$ cat config.mk
export PLATFORM = sky130hd
export DESIGN_NAME = keypad_scanner
export DESIGN_NICKNAME = d
export VERILOG_FILES = /design/src/rtl/keypad_pkg.sv /design/src/rtl/keypad_scanner_scan_tick_gen.sv /design/src/rtl/keypad_scanner.sv
export SDC_FILE = /design/constraint.sdc
export NUM_CORES = 1
export LEC_CHECK = 0
export CAP_MARGIN = 40
export CELL_PAD_IN_SITES_DETAIL_PLACEMENT = 2
export CELL_PAD_IN_SITES_GLOBAL_PLACEMENT = 2
export CORE_MARGIN = 3
export CORE_UTILIZATION = 39
export CTS_BUF_LIST = sky130_fd_sc_hd__clkbuf_2 sky130_fd_sc_hd__clkbuf_4 sky130_fd_sc_hd__clkbuf_8
export CTS_CLUSTER_DIAMETER = 40
export CTS_CLUSTER_SIZE = 24
export DETAILED_ROUTE_END_ITERATION = 10
export GPL_ROUTABILITY_DRIVEN = 0
export PLACE_DENSITY = 0.78
export SLEW_MARGIN = 20
export SYNTH_ARGS = -nofsm -noshare
export SYNTH_HDL_FRONTEND = slang
export SYNTH_SLANG_ARGS = --single-unit
$ cat constraint.sdc
create_clock -name clk -period 2.8 [get_ports clk]
set_input_delay 0.42 -clock clk [delete_from_list [all_inputs] [get_ports clk]]
set_output_delay 0.42 -clock clk [all_outputs]
set_load 0.01 [all_outputs]
$ cat src/rtl/keypad_pkg.sv
`default_nettype none
// ============================================================================
// Module   : keypad_pkg
// Purpose  : Shared types and constants for the 4x4 matrix keypad scanner:
//            FSM state encoding, idle row pattern, row/column widths and a
//            helper for sizing tick counters.
// Revision : 1.0 - initial release
// ============================================================================
package keypad_pkg;

    localparam int ROW_N = 4;
    localparam int COL_N = 4;
    localparam int ROW_W = 2;
    localparam int COL_W = 2;

    // Row 0 driven low, all other rows released.
    localparam logic [ROW_N-1:0] ROW_IDLE = 4'b1110;

    typedef enum logic [1:0] {
        SCAN     = 2'd0,
        DEBOUNCE = 2'd1,
        PRESSED  = 2'd2
    } state_t;

    // Largest of three tick counts; one counter width then covers debounce,
    // release and auto-repeat counting.
    function automatic int max3(input int a, input int b, input int c);
        int m;
        m = (a > b) ? a : b;
        return (m > c) ? m : c;
    endfunction

endpackage
`default_nettype wire

$ cat src/rtl/keypad_scanner_scan_tick_gen.sv
`default_nettype none
// ============================================================================
// Module   : scan_tick_gen
// Purpose  : Prescaler counting 0..SCAN_DIV-1; emits a one-clock tick on the
//            terminal count, then wraps. Paces all keypad scan decisions.
// Revision : 1.0 - initial release
// ============================================================================
module scan_tick_gen #(
    parameter int SCAN_DIV = 50_000
) (
    input  logic clk,
    input  logic reset,
    output logic tick
);

    localparam int              CNT_W = $clog2(SCAN_DIV);
    localparam logic [CNT_W-1:0] LAST = CNT_W'(SCAN_DIV - 1);

    logic [CNT_W-1:0] cnt_q;
    logic [CNT_W-1:0] cnt_d;

    // Next prescaler value: wrap to zero after the terminal count.
    always_comb begin
        cnt_d = (cnt_q == LAST) ? '0 : cnt_q + CNT_W'(1);
    end

    // Prescaler register.
    always_ff @(posedge clk or negedge reset) begin
        if (!reset) cnt_q <= '0;
        else        cnt_q <= cnt_d;
    end

    assign tick = (cnt_q == LAST);

endmodule
`default_nettype wire

$ cat src/rtl/keypad_scanner.sv
`default_nettype none
// ============================================================================
// Module   : keypad_scanner
// Purpose  : 4x4 matrix keypad scanner. Drives one row low at a time, samples
//            synchronized active-low columns, debounces press and release and
//            emits a hex key code with a one-clock valid strobe.
//            Optional auto-repeat while held: define KEYPAD_REPEAT_EN.
// Revision : 1.0 - initial release
// ============================================================================
module keypad_scanner
    import keypad_pkg::*;
#(
    parameter int SCAN_DIV       = 50_000,
    parameter int DEBOUNCE_TICKS = 20,
    parameter int REPEAT_DELAY   = 500,
    parameter int REPEAT_RATE    = 100
) (
    input  logic             clk,
    input  logic             reset,
    input  logic [COL_N-1:0] col_in,
    output logic [ROW_N-1:0] row_out,
    output logic [3:0]       key_code,
    output logic             key_valid,
    output logic             key_held
);

    localparam int CNT_W = $clog2(max3(DEBOUNCE_TICKS, REPEAT_DELAY, REPEAT_RATE) + 1);
    localparam logic [CNT_W-1:0] DB_LAST = CNT_W'(DEBOUNCE_TICKS);

    logic             tick;
    logic [COL_N-1:0] sync1_q, sync2_q;
    state_t           state_q, state_d;
    logic [ROW_W-1:0] row_q, row_d;
    logic [ROW_N-1:0] row_out_q, row_out_d;
    logic [COL_W-1:0] cand_q, cand_d;
    logic [CNT_W-1:0] cnt_q, cnt_d;
    logic [3:0]       code_q, code_d;
    logic             valid_q, valid_d;
    logic             held_q, held_d;
    logic             pick_valid;
    logic [COL_W-1:0] pick_col;
    logic             accept;
`ifdef KEYPAD_REPEAT_EN
    localparam logic [CNT_W-1:0] DELAY_LAST = CNT_W'(REPEAT_DELAY);
    localparam logic [CNT_W-1:0] RATE_LAST  = CNT_W'(REPEAT_RATE);
    logic [CNT_W-1:0] rep_cnt_q, rep_cnt_d;
    logic             rep_armed_q, rep_armed_d;
`endif

    scan_tick_gen #(.SCAN_DIV(SCAN_DIV)) u_tick (
        .clk   (clk),
        .reset (reset),
        .tick  (tick)
    );

    // Two-flop synchronizer for the asynchronous column inputs.
    always_ff @(posedge clk or negedge reset) begin
        if (!reset) begin
            sync1_q <= '1;
            sync2_q <= '1;
        end else begin
            sync1_q <= col_in;
            sync2_q <= sync1_q;
        end
    end

    // Lowest-index low column wins when several are pressed.
    always_comb begin
        pick_valid = ~&sync2_q;
        pick_col   = '0;
        for (int i = COL_N - 1; i >= 0; i--) begin
            if (!sync2_q[i]) pick_col = COL_W'(i);
        end
    end

    // Scan/debounce/hold decisions, evaluated only on scan ticks.
    always_comb begin
        state_d = state_q;
        row_d   = row_q;
        cand_d  = cand_q;
        cnt_d   = cnt_q;
        code_d  = code_q;
        valid_d = 1'b0;
        held_d  = held_q;
        accept  = 1'b0;
`ifdef KEYPAD_REPEAT_EN
        rep_cnt_d   = rep_cnt_q;
        rep_armed_d = rep_armed_q;
`endif
        if (tick) begin
            unique case (state_q)
                SCAN: begin
                    if (pick_valid) begin
                        cand_d = pick_col;
                        cnt_d  = CNT_W'(1);
                        if (cnt_d == DB_LAST) accept  = 1'b1;
                        else                  state_d = DEBOUNCE;
                    end else begin
                        row_d = row_q + ROW_W'(1);
                    end
                end
                DEBOUNCE: begin
                    if (pick_valid && (pick_col == cand_q)) begin
                        cnt_d = cnt_q + CNT_W'(1);
                        if (cnt_d == DB_LAST) accept = 1'b1;
                    end else begin
                        state_d = SCAN;
                        row_d   = row_q + ROW_W'(1);
                    end
                end
                PRESSED: begin
                    if (sync2_q[cand_q]) begin
                        cnt_d = cnt_q + CNT_W'(1);
`ifdef KEYPAD_REPEAT_EN
                        rep_cnt_d   = '0;
                        rep_armed_d = 1'b0;
`endif
                        if (cnt_d == DB_LAST) begin
                            held_d  = 1'b0;
                            state_d = SCAN;
                            row_d   = row_q + ROW_W'(1);
                            cnt_d   = '0;
                        end
                    end else begin
                        cnt_d = '0;
`ifdef KEYPAD_REPEAT_EN
                        // First repeat after REPEAT_DELAY held ticks, then every REPEAT_RATE.
                        rep_cnt_d = rep_cnt_q + CNT_W'(1);
                        if (rep_cnt_d == (rep_armed_q ? RATE_LAST : DELAY_LAST)) begin
                            valid_d     = 1'b1;
                            rep_cnt_d   = '0;
                            rep_armed_d = 1'b1;
                        end
`endif
                    end
                end
                default: state_d = SCAN;
            endcase

            if (accept) begin
                code_d  = {row_q, cand_d};
                valid_d = 1'b1;
                held_d  = 1'b1;
                state_d = PRESSED;
                cnt_d   = '0;
`ifdef KEYPAD_REPEAT_EN
                rep_cnt_d   = '0;
                rep_armed_d = 1'b0;
`endif
            end
        end
        row_out_d = ~(4'b0001 << row_d);
    end

    // State, counters and registered outputs.
    always_ff @(posedge clk or negedge reset) begin
        if (!reset) begin
            state_q   <= SCAN;
            row_q     <= '0;
            row_out_q <= ROW_IDLE;
            cand_q    <= '0;
            cnt_q     <= '0;
            code_q    <= '0;
            valid_q   <= 1'b0;
            held_q    <= 1'b0;
`ifdef KEYPAD_REPEAT_EN
            rep_cnt_q   <= '0;
            rep_armed_q <= 1'b0;
`endif
        end else begin
            state_q   <= state_d;
            row_q     <= row_d;
            row_out_q <= row_out_d;
            cand_q    <= cand_d;
            cnt_q     <= cnt_d;
            code_q    <= code_d;
            valid_q   <= valid_d;
            held_q    <= held_d;
`ifdef KEYPAD_REPEAT_EN
            rep_cnt_q   <= rep_cnt_d;
            rep_armed_q <= rep_armed_d;
`endif
        end
    end

    assign row_out   = row_out_q;
    assign key_code  = code_q;
    assign key_valid = valid_q;
    assign key_held  = held_q;

endmodule
`default_nettype wire

==> results.md, run 1 <==
| Metric | Reported |
|---|---|
| Most common library cell in the layout ignoring fill and taps | sky130_fd_sc_hd__nand2_1 |
| Relative max-transition margin | 0.624 |
| RSZ-0062 raised after global routing | no |
| Fill cell instance count of the final layout | 699 |
| Sequential share of the synthesized area | 0.476 |
| Data arrival time of the critical path | 2.64 ns |
| Number of flops mapped to enable cells by yosys | 0 |
| Effective utilization at floorplan | 0.406 |
| Cts repair resizes | 0 |
| Gate Count Post-Synth | 271 |
| Launching element type of the critical path | register |
| Net count reported at finish | 302 |
| Hold Violations, Final | 0 |
| Total routing resource utilization after global routing | 0.184 |
| # rows | 29 |
| Antenna violations before repair | 0 |
| # clock sinks | 49 |
| Pin count of the biggest net entering global routing | 27 |
| Max-capacitance violation count | 0 |
| Total overflow reported by the global router | 0 |
| Area added between synthesis and finish | 13.6% |
| Hold Crit Class | in2async |
| Status | finished clean |
| Vias in the first global route | 2,209 |
| GR met2 Demand/Resource | 0.305 |
| Mapped Nets | 284 |
| Kind of critical path | reg2reg |
| Synthesis Warnings | 0 |
| Worst-skew pair later-pin latency | 0.31 ns |
| Width of the die | 87.7 microns |
| Drc violations | 0 |
| Most used cells in the layout excluding fill and tap cells | sky130_fd_sc_hd__nand2_1 (39), sky130_fd_sc_hd__dfrtp_1 (38), sky130_fd_sc_hd__o21ai_0 (19) |
| Synthesized area per cell | 9.61 sq um |
| TritonRoute pass-1 iters | 4 |
| Via count | 2,029 |
| Number of H-tree levels | 2 |
| Cell area after layout | 0.00296 sq mm |
| Ratio of total power to cell area | 437 mW/mm^2 |
| Number of port buffers | 15 |
| Maximum buffer depth of the clock tree | 2 |
| Clock tree from TritonCTS | done |
| Boundary Pins | 16 |
| Clock input transition at the sequential cells of the worst setup and hold paths | 0.10 ns |
| Layout cell share with drive strength beyond 1 | 0.145 |
| Utilization after layout | 0.461 |
| Clock buffers created by TritonCTS | 5 |
| Summed negative setup slack over all endpoints | 0 ns |
| Cell area after synthesis | 0.00260 sq mm |
| Per-cell routed wire length | 17.1 microns |
| Vias per cell | 5.53 |
| Area taken by multi-input logic gates | 0.00126 sq mm |
| Ratio of final minimum period to clock period | 0.856 |
| Synth Flop Type | sky130_fd_sc_hd__dfrtp_1 |
| Wire length of the first global-routing pass | 11,100 microns |
| # diodes | 0 |
| Final critical path time including I/O delays and setup | 2.40 ns |
| Critical Path End Type | register |
| Count of endpoints failing setup in the final report | 0 |
| Hold buffer count at cts | 0 |
| Post-detailed-placement cell area | 0.00285 sq mm |
| Buffer type at the clock tree root | sky130_fd_sc_hd__clkbuf_8 |
| Flip-flop and latch count after synthesis | 49 |
| Busiest layer in global routing | met2 |
| Placed cells | 359 |
| Global routing met3 resource utilization | 0.0282 |
| VDD IR max | 247 uV |
| Total area of sequential cells | 0.00124 sq mm |
| Peak clock frequency supported by timing | 417 MHz |
| Detailed placement HPWL | 4710 microns |
| Worst hold margin | 0.0475 ns |
| Ys async rst share | 1.00 |
| Number of buffers added for setup after CTS | 0 |
| Worst setup skew after layout | 0.00779 ns |
| Number of violations reported at the end of detailed-routing iteration 0 | 85 |
| Crit Path Max Fanout | 9 |
| Die Span Y | 87.7 microns |
| Final Routed Wirelength | 6280 microns |
| Cell Count, Final, Fillers Out | 367 |
| Global-route track usage on met1 | 0.248 |
| Endpoint required time on the critical path | 3.05 ns |
| Floorplan die area | 0.00770 sq mm |
| Pin slew with the least headroom to its limit | 0.560 ns |
| Static power due to leakage | 1.27 nW |
| Distinct cells, synth | 57 |
| Antenna viol nets, final | 0 |
| Number of max-slew violations in the final report | 0 |
| Core area | 0.00642 sq mm |
final timing paths:
check                      startpoint         end  slack, ns  cells past startpoint
hold reg to reg            sync1_q[3]  sync2_q[3]       0.36                      0
setup reg to reg             cnt_q[0]  row_out[2]       0.40                      8
setup / recovery             cnt_q[0]  row_out[2]       0.40                      8
hold / removal                  reset    cnt_q[8]       0.05                      1
max in group asynchronous       reset  sync2_q[2]       2.03                      3
min in group clk           sync1_q[3]  sync2_q[3]       0.36                      0
report_power, final:
group          internal (W)  leakage (nW)  switching, W
sequential         0.000718         0.632    0.00000627
combinational     0.0000158         0.581     0.0000221
clock              0.000278        0.0588      0.000252
critical path, cell delays in order, from the launching register on:
cell	delay, ns
sky130_fd_sc_hd__dfrtp_1	0.47
sky130_fd_sc_hd__ha_1	0.32
sky130_fd_sc_hd__nand2b_1	0.18
sky130_fd_sc_hd__o32ai_2	0.26
sky130_fd_sc_hd__o2111a_2	0.31
sky130_fd_sc_hd__a31oi_1	0.11
sky130_fd_sc_hd__nand4b_1	0.31
sky130_fd_sc_hd__nand3b_1	0.25
sky130_fd_sc_hd__o31a_1	0.12
cells in the mapped netlist (2+ instances only):
cell,n,area share
sky130_fd_sc_hd__nand3b_1,2,0.0058
sky130_fd_sc_hd__a21oi_1,7,0.013
sky130_fd_sc_hd__o2111ai_1,2,0.0067
sky130_fd_sc_hd__a21boi_0,2,0.0058
sky130_fd_sc_hd__inv_1,12,0.017
sky130_fd_sc_hd__buf_6,2,0.0086
sky130_fd_sc_hd__ha_1,7,0.034
sky130_fd_sc_hd__and4bb_2,2,0.0096
sky130_fd_sc_hd__nor2_1,18,0.026
sky130_fd_sc_hd__o21a_1,2,0.0058
sky130_fd_sc_hd__dfrtp_1,38,0.37
sky130_fd_sc_hd__o21ai_0,19,0.037
sky130_fd_sc_hd__and3b_1,2,0.0067
sky130_fd_sc_hd__dfstp_2,11,0.11
sky130_fd_sc_hd__a31o_2,2,0.0067
sky130_fd_sc_hd__buf_2,2,0.0038
sky130_fd_sc_hd__o22ai_1,3,0.0072
sky130_fd_sc_hd__o31ai_1,5,0.014
sky130_fd_sc_hd__clkbuf_1,4,0.0058
sky130_fd_sc_hd__nand2b_1,5,0.012
sky130_fd_sc_hd__nand2_1,39,0.056
sky130_fd_sc_hd__nor3_1,9,0.017
sky130_fd_sc_hd__mux2i_1,2,0.0077
sky130_fd_sc_hd__nand3_1,12,0.023
sky130_fd_sc_hd__and2_1,5,0.012
sky130_fd_sc_hd__xnor2_1,9,0.030
sky130_fd_sc_hd__xor2_1,5,0.017
sky130_fd_sc_hd__and3_1,3,0.0072
sky130_fd_sc_hd__or2_2,2,0.0048
sky130_fd_sc_hd__a31oi_1,4,0.0096
sky130_fd_sc_hd__nand4_1,3,0.0072
sky130_fd_sc_hd__or3_1,2,0.0048
sky130_fd_sc_hd__nor2b_1,5,0.012
layer usage:
layer  part of all wire  wire, microns
met1               0.48           3010
met2               0.49           3080
met3              0.017            106
met4              0.013             80
met5                  0              0
kinds of logic after synthesis:
group                      count (synthesis)  synth area share
muxes                                      3            0.0163
DFF                                       49             0.476
xor gates and xnor gates                  14            0.0471
adders and majority gates                  7            0.0336
AOI/OAI and AO/OA                         59             0.154
buffers and inverters                     22            0.0399
and+or+nand+nor                          117             0.233
through the flow:
step	total power, W	setup WS, ns
finish	0.00129	0.403
global route	0.00134	0.0570
CTS	0.00131	0.367
detailed placement	0.000777	0.386
global placement	0.000772	0.525
floorplan	0.000746	0.679
cell type report:
cell class | instances | share of cell area
Clock buffer | 6 | 0.0258
Timing Repair Buffer | 21 | 0.0685
Tap cell | 77 | 0.0325
Multi-Input combinational cell | 200 | 0.426
Clock inverter | 2 | 0.0131
Inverter | 12 | 0.0152
Sequential cell | 49 | 0.419
sequential cells by signal, indices dropped and copies added (netlist names):
signal,cells
u_tick.cnt_q,16
cnt_q,9
key_code,4
row_out,4
sync1_q,4
sync2_q,4
cand_q,2
row_q,2
state_q,2
key_held,1
key_valid,1
(Power assumes the default switching activity.)
==> inputs of run 2 (changes only) <==
--- a/config.mk
+++ b/config.mk
@@ -14,7 +14,6 @@
 export CTS_CLUSTER_DIAMETER = 40
 export CTS_CLUSTER_SIZE = 24
 export DETAILED_ROUTE_END_ITERATION = 10
-export GPL_ROUTABILITY_DRIVEN = 0
 export PLACE_DENSITY = 0.78
 export SLEW_MARGIN = 20
 export SYNTH_ARGS = -nofsm -noshare
==> results of run 2 <==
No change in the layout: final DEF, timing and power equal those of run 1.
